`config.mk`:
```
export PLATFORM = sky130hd
export DESIGN_NAME = mul_div_unit
export DESIGN_NICKNAME = d
export VERILOG_FILES = /design/src/rtl/mul_div_unit_pkg.sv /design/src/rtl/mul_div_unit.sv
export SDC_FILE = /design/constraint.sdc
export NUM_CORES = 1
export LEC_CHECK = 0
export ABC_AREA = 1
export CAP_MARGIN = 0
export CORE_AREA = 2 2 244 246
export CTS_CLUSTER_DIAMETER = 40
export CTS_CLUSTER_SIZE = 40
export DETAILED_ROUTE_END_ITERATION = 7
export DIE_AREA = 0 0 246 248
export HOLD_SLACK_MARGIN = 0.08
export SYNTH_ARGS = -nofsm -noshare
export SYNTH_HDL_FRONTEND = slang
export SYNTH_SLANG_ARGS = --single-unit
```
`constraint.sdc`:
```
create_clock -name clk -period 3.9 [get_ports clk]
set_input_delay 0.78 -clock clk [delete_from_list [all_inputs] [get_ports clk]]
set_output_delay 0.78 -clock clk [all_outputs]
set_load 0.05 [all_outputs]
```
`src/rtl/mul_div_unit_pkg.sv`:
```
// rtl/mul_div_unit_pkg.sv - shared defines for the RV32M multiply/divide unit
package mul_div_unit_pkg;

    localparam logic [6:0] OPCODE_OP     = 7'b0110011;
    localparam logic [6:0] FUNCT7_MULDIV = 7'b0000001;

    // RV32M funct3 encoding of the M-extension ops
    typedef enum logic [2:0] {
        OP_MUL    = 3'b000,
        OP_MULH   = 3'b001,
        OP_MULHSU = 3'b010,
        OP_MULHU  = 3'b011,
        OP_DIV    = 3'b100,
        OP_DIVU   = 3'b101,
        OP_REM    = 3'b110,
        OP_REMU   = 3'b111
    } mulDivOp_t;

    // rs1 is interpreted as two's complement
    function automatic logic op_signed_a(input logic [2:0] op);
        return (op == OP_MULH) || (op == OP_MULHSU) || (op == OP_DIV) || (op == OP_REM);
    endfunction

    // rs2 is interpreted as two's complement
    function automatic logic op_signed_b(input logic [2:0] op);
        return (op == OP_MULH) || (op == OP_DIV) || (op == OP_REM);
    endfunction

endpackage

```
`src/rtl/mul_div_unit.sv`:
```
// rtl/mul_div_unit.sv - iterative radix-2 multiply / restoring divide unit
module mul_div_unit
    import mul_div_unit_pkg::*;
#(
    parameter int XLEN = 32
) (
    input  logic            clk,
    input  logic            rst,
    input  logic            inValid,
    output logic            inReady,
    input  logic [2:0]      op,
    input  logic [XLEN-1:0] operandA,
    input  logic [XLEN-1:0] operandB,
    input  logic            flush,
    output logic            outValid,
    input  logic            outReady,
    output logic [XLEN-1:0] result,
    output logic            busy
);

    localparam int CW = $clog2(XLEN) + 1;

    typedef enum logic [1:0] {
        IDLE = 2'b00,
        CALC = 2'b01,
        DONE = 2'b10
    } state_t;

    state_t            state;
    logic [2:0]        op_q;
    logic              neg_q;
    logic [XLEN-1:0]   opb_q;
    logic [2*XLEN-1:0] acc;
    logic [CW-1:0]     count;
    logic [XLEN-1:0]   result_q;

    // Request decode: magnitudes, result sign, and the cases that skip iteration
    logic            sign_a, sign_b, is_div, rem_sel;
    logic            div_zero, div_ovf, bypass, neg_in;
    logic [XLEN-1:0] mag_a, mag_b, bypass_result;

    assign sign_a   = op_signed_a(op) & operandA[XLEN-1];
    assign sign_b   = op_signed_b(op) & operandB[XLEN-1];
    assign mag_a    = sign_a ? -operandA : operandA;
    assign mag_b    = sign_b ? -operandB : operandB;
    assign is_div   = op[2];
    assign rem_sel  = op[1];
    assign div_zero = is_div && (operandB == '0);
    assign div_ovf  = is_div && !op[0]
                      && (operandA == {1'b1, {(XLEN-1){1'b0}}})
                      && (operandB == '1);
    assign bypass   = div_zero || div_ovf;
    assign neg_in   = (is_div && rem_sel) ? sign_a : (sign_a ^ sign_b);

    assign bypass_result = div_zero ? (rem_sel ? operandA : '1)
                                    : (rem_sel ? '0 : operandA);

    // One iteration of the shared shift datapath.
    // Multiply: acc = {partial product, remaining multiplier}, add then shift right.
    // Divide:   acc = {partial remainder, remaining dividend / quotient bits}.
    logic [XLEN:0]     mul_addend, mul_sum, rem_sh, diff;
    logic [2*XLEN-1:0] mul_next, div_next, acc_next;

    assign mul_addend = acc[0] ? {1'b0, opb_q} : '0;
    assign mul_sum    = {1'b0, acc[2*XLEN-1:XLEN]} + mul_addend;
    assign mul_next   = {mul_sum, acc[XLEN-1:1]};

    assign rem_sh   = acc[2*XLEN-1:XLEN-1];
    assign diff     = rem_sh - {1'b0, opb_q};
    assign div_next = diff[XLEN] ? {rem_sh[XLEN-1:0], acc[XLEN-2:0], 1'b0}
                                 : {diff[XLEN-1:0],   acc[XLEN-2:0], 1'b1};

    assign acc_next = op_q[2] ? div_next : mul_next;

    // Sign fix-up applied to the last iteration's value as the unit enters DONE
    logic [2*XLEN-1:0] prod_fix;
    logic [XLEN-1:0]   quot_mag, rem_mag, quot_fix, rem_fix, final_result;

    assign prod_fix = neg_q ? -acc_next : acc_next;
    assign quot_mag = acc_next[XLEN-1:0];
    assign rem_mag  = acc_next[2*XLEN-1:XLEN];
    assign quot_fix = neg_q ? -quot_mag : quot_mag;
    assign rem_fix  = neg_q ? -rem_mag : rem_mag;

    // Select the architectural result for the captured op
    always_comb begin
        final_result = prod_fix[XLEN-1:0];
        case (op_q)
            OP_MUL:                       final_result = prod_fix[XLEN-1:0];
            OP_MULH, OP_MULHSU, OP_MULHU: final_result = prod_fix[2*XLEN-1:XLEN];
            OP_DIV, OP_DIVU:              final_result = quot_fix;
            default:                      final_result = rem_fix;
        endcase
    end

    // Control FSM and datapath registers; reset beats flush beats handshakes
    always_ff @(posedge clk) begin
        if (rst) begin
            state    <= IDLE;
            op_q     <= OP_MUL;
            neg_q    <= 1'b0;
            opb_q    <= '0;
            acc      <= '0;
            count    <= '0;
            result_q <= '0;
        end else if (flush) begin
            state <= IDLE;
            count <= '0;
        end else begin
            case (state)
                IDLE: begin
                    if (inValid) begin
                        op_q  <= op;
                        neg_q <= neg_in;
                        opb_q <= mag_b;
                        acc   <= {{XLEN{1'b0}}, mag_a};
                        count <= '0;
                        if (bypass) begin
                            result_q <= bypass_result;
                            state    <= DONE;
                        end else begin
                            state <= CALC;
                        end
                    end
                end
                CALC: begin
                    acc   <= acc_next;
                    count <= count + CW'(1);
                    if (count == CW'(XLEN - 1)) begin
                        result_q <= final_result;
                        state    <= DONE;
                    end
                end
                DONE: begin
                    if (outReady) begin
                        state <= IDLE;
                    end
                end
                default: state <= IDLE;
            endcase
        end
    end

    assign inReady  = (state == IDLE);
    assign outValid = (state == DONE);
    assign busy     = (state != IDLE);
    assign result   = result_q;

endmodule
```
==> flow_summary.yaml <==
outcome:
  status: "finished, violations left"
  violations: "negative setup slack"
grt:
  grt_overflow_total: 0
  grt_pass1_wl_mm: 118
  grt_max_degree: 62
  grtUsageTotal_pct: 25.4
  grt_pass1_vias: 20200
  antenna_found_initial: 2
floorplan:
  core_um2: 58500
  io_pins: 107
  fp.dieH_um: 248
  num_rows: 89
  die_area_um2: 61000
  dieWidth_um: 246
  start_util_pct: 29.7
synthesis:
  synth.ff_latch_count: 140
  async_reset_ff_share_pct: 0
  synth_flop_cell: "dfxtp_1"
  syn_area_um2: 17300
  yosysTopAreaCell: "nand2_1"
  synth_cell_types: 61
  synth_edf_count: 0
  synthCells: 3172
  yosysTopAreaCellShare_pct: 20.6
  yosys_warnings: 0
  ys_seq_area_share_pct: 16.2
  synth.area.top_cells: "nand2_1, dfxtp_1, inv_1"
  syn_area_per_cell_um2: 5.47
  synth_nets: 3316
sta:
  maxSlewViolCount: 0
  tightest_slew_ns: 0.837
  finalCritPeriodShare_pct: 101
  fin_ws_ns: -0.0397
  fmax_mhz: 254
  setup_viol: 7
  hold_violations: 0
  fin_skew_ns: 0.0193
  rsz0062_at_grt: "yes"
  worst_hold_slack_ns: 0.469
  min_period_ns: 3.94
  slew_headroom_pct: 44.2
worst_setup_path:
  cp.required_ns: 4.30
  r2r-end: "result[22]$_SDFFE_PP0P_"
  critPathArrivalTime_ns: 4.34
  crit_slowest_cell: "fa_2"
  slowest_delay_ns: 0.36
  reg2reg_depth: 35
  path_class: "reg2reg"
  critPathLaunchType: "flip-flop"
  cp_top_family: "simple AND/OR/NAND/NOR gates"
  cp_max_fo: 6
  crit_buf_inv: 5
  rrSetupSlack_ns: -0.04
  r2r_start: "acc[31]$_SDFFE_PP0P_"
  crit_path_end_kind: "flip-flop"
finish:
  seq_area_um2: 2820
  syn_to_final_growth_pct: 36.6
  fillers: 6352
  drive_gt1_share_pct: 20.7
  finish.utilization_pct: 40.5
  mostFrequentLayoutCell: "nand2_1"
  antennaDiodeCount: 0
  multi_input_area_um2: 13100
  nets: 3757
  final_cell_mix: "nand2_1, inv_1, buf_4"
detailed_routing:
  route.detailed.drc: 0
  wl_met3_mm: 6.81
  wl_met1_mm: 35.3
  wl_met2_mm: 34.9
  topRoutingLayerUsed: "met5"
  wl_mm: 80.2
  avgRoutedWirePerCell_um: 18.2
  final_antenna_net_count: 0
  first_pass_iters: 6
  drtIter0Drc: 2683
  vias: 22500
  via_per_inst: 5.12
clock_network:
  numCtsBuffers: 17
  clock-sinks: 140
  insertion_delay_ns: 0.49
  cts_tree: "yes"
  cts.path.max_buffers: 2
  cts_root_buffer: "clkbuf_16"
  clk_pin_slew_ns: 0.07
  ctsHtreeMaxLevel: 4
pwr:
  p_per_area_nw_per_um2: 247
  p_total_mw: 5.86
  power_leakage_nw: 11.9
  peakVddDrop_v: 0.000353
hold_path:
  holdCritStartpoint: "acc[25]$_SDFFE_PP0P_"
  whs_path_depth: 2
  hold_class: "reg2reg"
  hold_end: "acc[25]$_SDFFE_PP0P_"
placed_design:
  dp_hpwl_mm: 63.6
  io_buffer_count: 106
  gp_congestion: 1.01
flow_run:
  maxCapViolCount: 0
area by class of cell:
class                   instances  area share [%]
multi-input cells            2480            55.5
repair buffers                539            18.9
flip-flops and latches        140            11.9
inverters                     435            6.89
well taps                     773            4.08
clock buffers                  19            1.87
clock inverters                13           0.908
per-layer routing:
metal | vias to the layer above | global-route usage (%)
met2 | 1024 | 40.0
met3 | 164 | 3.42
met1 | 10200 | 34.8
li1 | 11100 | -
met4 | 2 | 10.1
met5 | - | 0
sequential cells by signal, summed over array words and instances, names as in the netlist:
signal and cells:
opb_q 32, state 2, count 6, result 32, neg_q 1, acc 64
op_q 3
worst reg2reg max path: cells and delay by family (launching register included):
| family | cells | cell delay (ns) |
|---|---|---|
| flops | 1 | 0.32 |
| fa+ha+maj | 3 | 0.61 |
| compound gates | 2 | 0.25 |
| buf+inv | 5 | 0.41 |
| simple gates | 25 | 2.28 |
report_power, final:
group          leakage, nW  total (mW)  switching [mW]  internal (mW)
logic                 10.4        2.38            1.49          0.887
registers             1.14        1.55          0.0563           1.49
clock network        0.318        1.93           0.772           1.16
cells by family after synthesis:
group	share of synthesized area (%)
adders and majority gates	5.28
xor gates and xnor gates	3.94
and+or+nand+nor	43.0
AOI/OAI and AO/OA	19.2
buffers and inverters	12.4
DFF	16.2
metrics by stage:
stage          setup WS (ns)  cells  instance area [µm²]  setup TNS (ns)
2_1_floorplan         0.0417   3172                17300               0
3_3_place_gp          -0.143   4335                22000           -2.56
3_5_place_dp          -0.207   4335                22000           -4.14
4_1_cts               0.0166   4368                22700               0
5_1_grt               -0.339   4399                23700           -4.46
6_report             -0.0397   4399                23700          -0.197
repair_timing:
item,CTS,global route
cloned,0,3
pin swaps,3,57
resized for setup,15,178
hold endpoints to repair,0,0
setup endpoints to repair,27,32
buffers inserted,1,28
hold buffers,0,0
worst max-delay path by stage:
stage,from,endpoint,cells past startpoint
after global placement,opb_q[19]$_SDFFE_PP0P_,result[22]$_SDFFE_PP0P_,32
after floorplan,acc[31]$_SDFFE_PP0P_,result[8]$_SDFFE_PP0P_,34
after global routing,acc[31]$_SDFFE_PP0P_,result[8]$_SDFFE_PP0P_,34
final,acc[31]$_SDFFE_PP0P_,result[22]$_SDFFE_PP0P_,35
after CTS,acc[31]$_SDFFE_PP0P_,result[22]$_SDFFE_PP0P_,35
after detailed placement,opb_q[19]$_SDFFE_PP0P_,result[22]$_SDFFE_PP0P_,32
synth_stat cells, types with 21 or more instances:
| cell | count |
|---|---|
| a21oi_1 | 258 |
| nor3_1 | 49 |
| xnor2_1 | 21 |
| nand2_2 | 44 |
| nor2_1 | 306 |
| dfxtp_1 | 140 |
| clkbuf_1 | 81 |
| nand3_1 | 256 |
| o211ai_1 | 26 |
| o21ai_0 | 200 |
| nand4_1 | 32 |
| xor2_1 | 57 |
| nand2_1 | 954 |
| a31oi_1 | 31 |
| inv_1 | 428 |
| nor2_2 | 21 |
| ha_1 | 70 |
(Power assumes the default switching activity.)
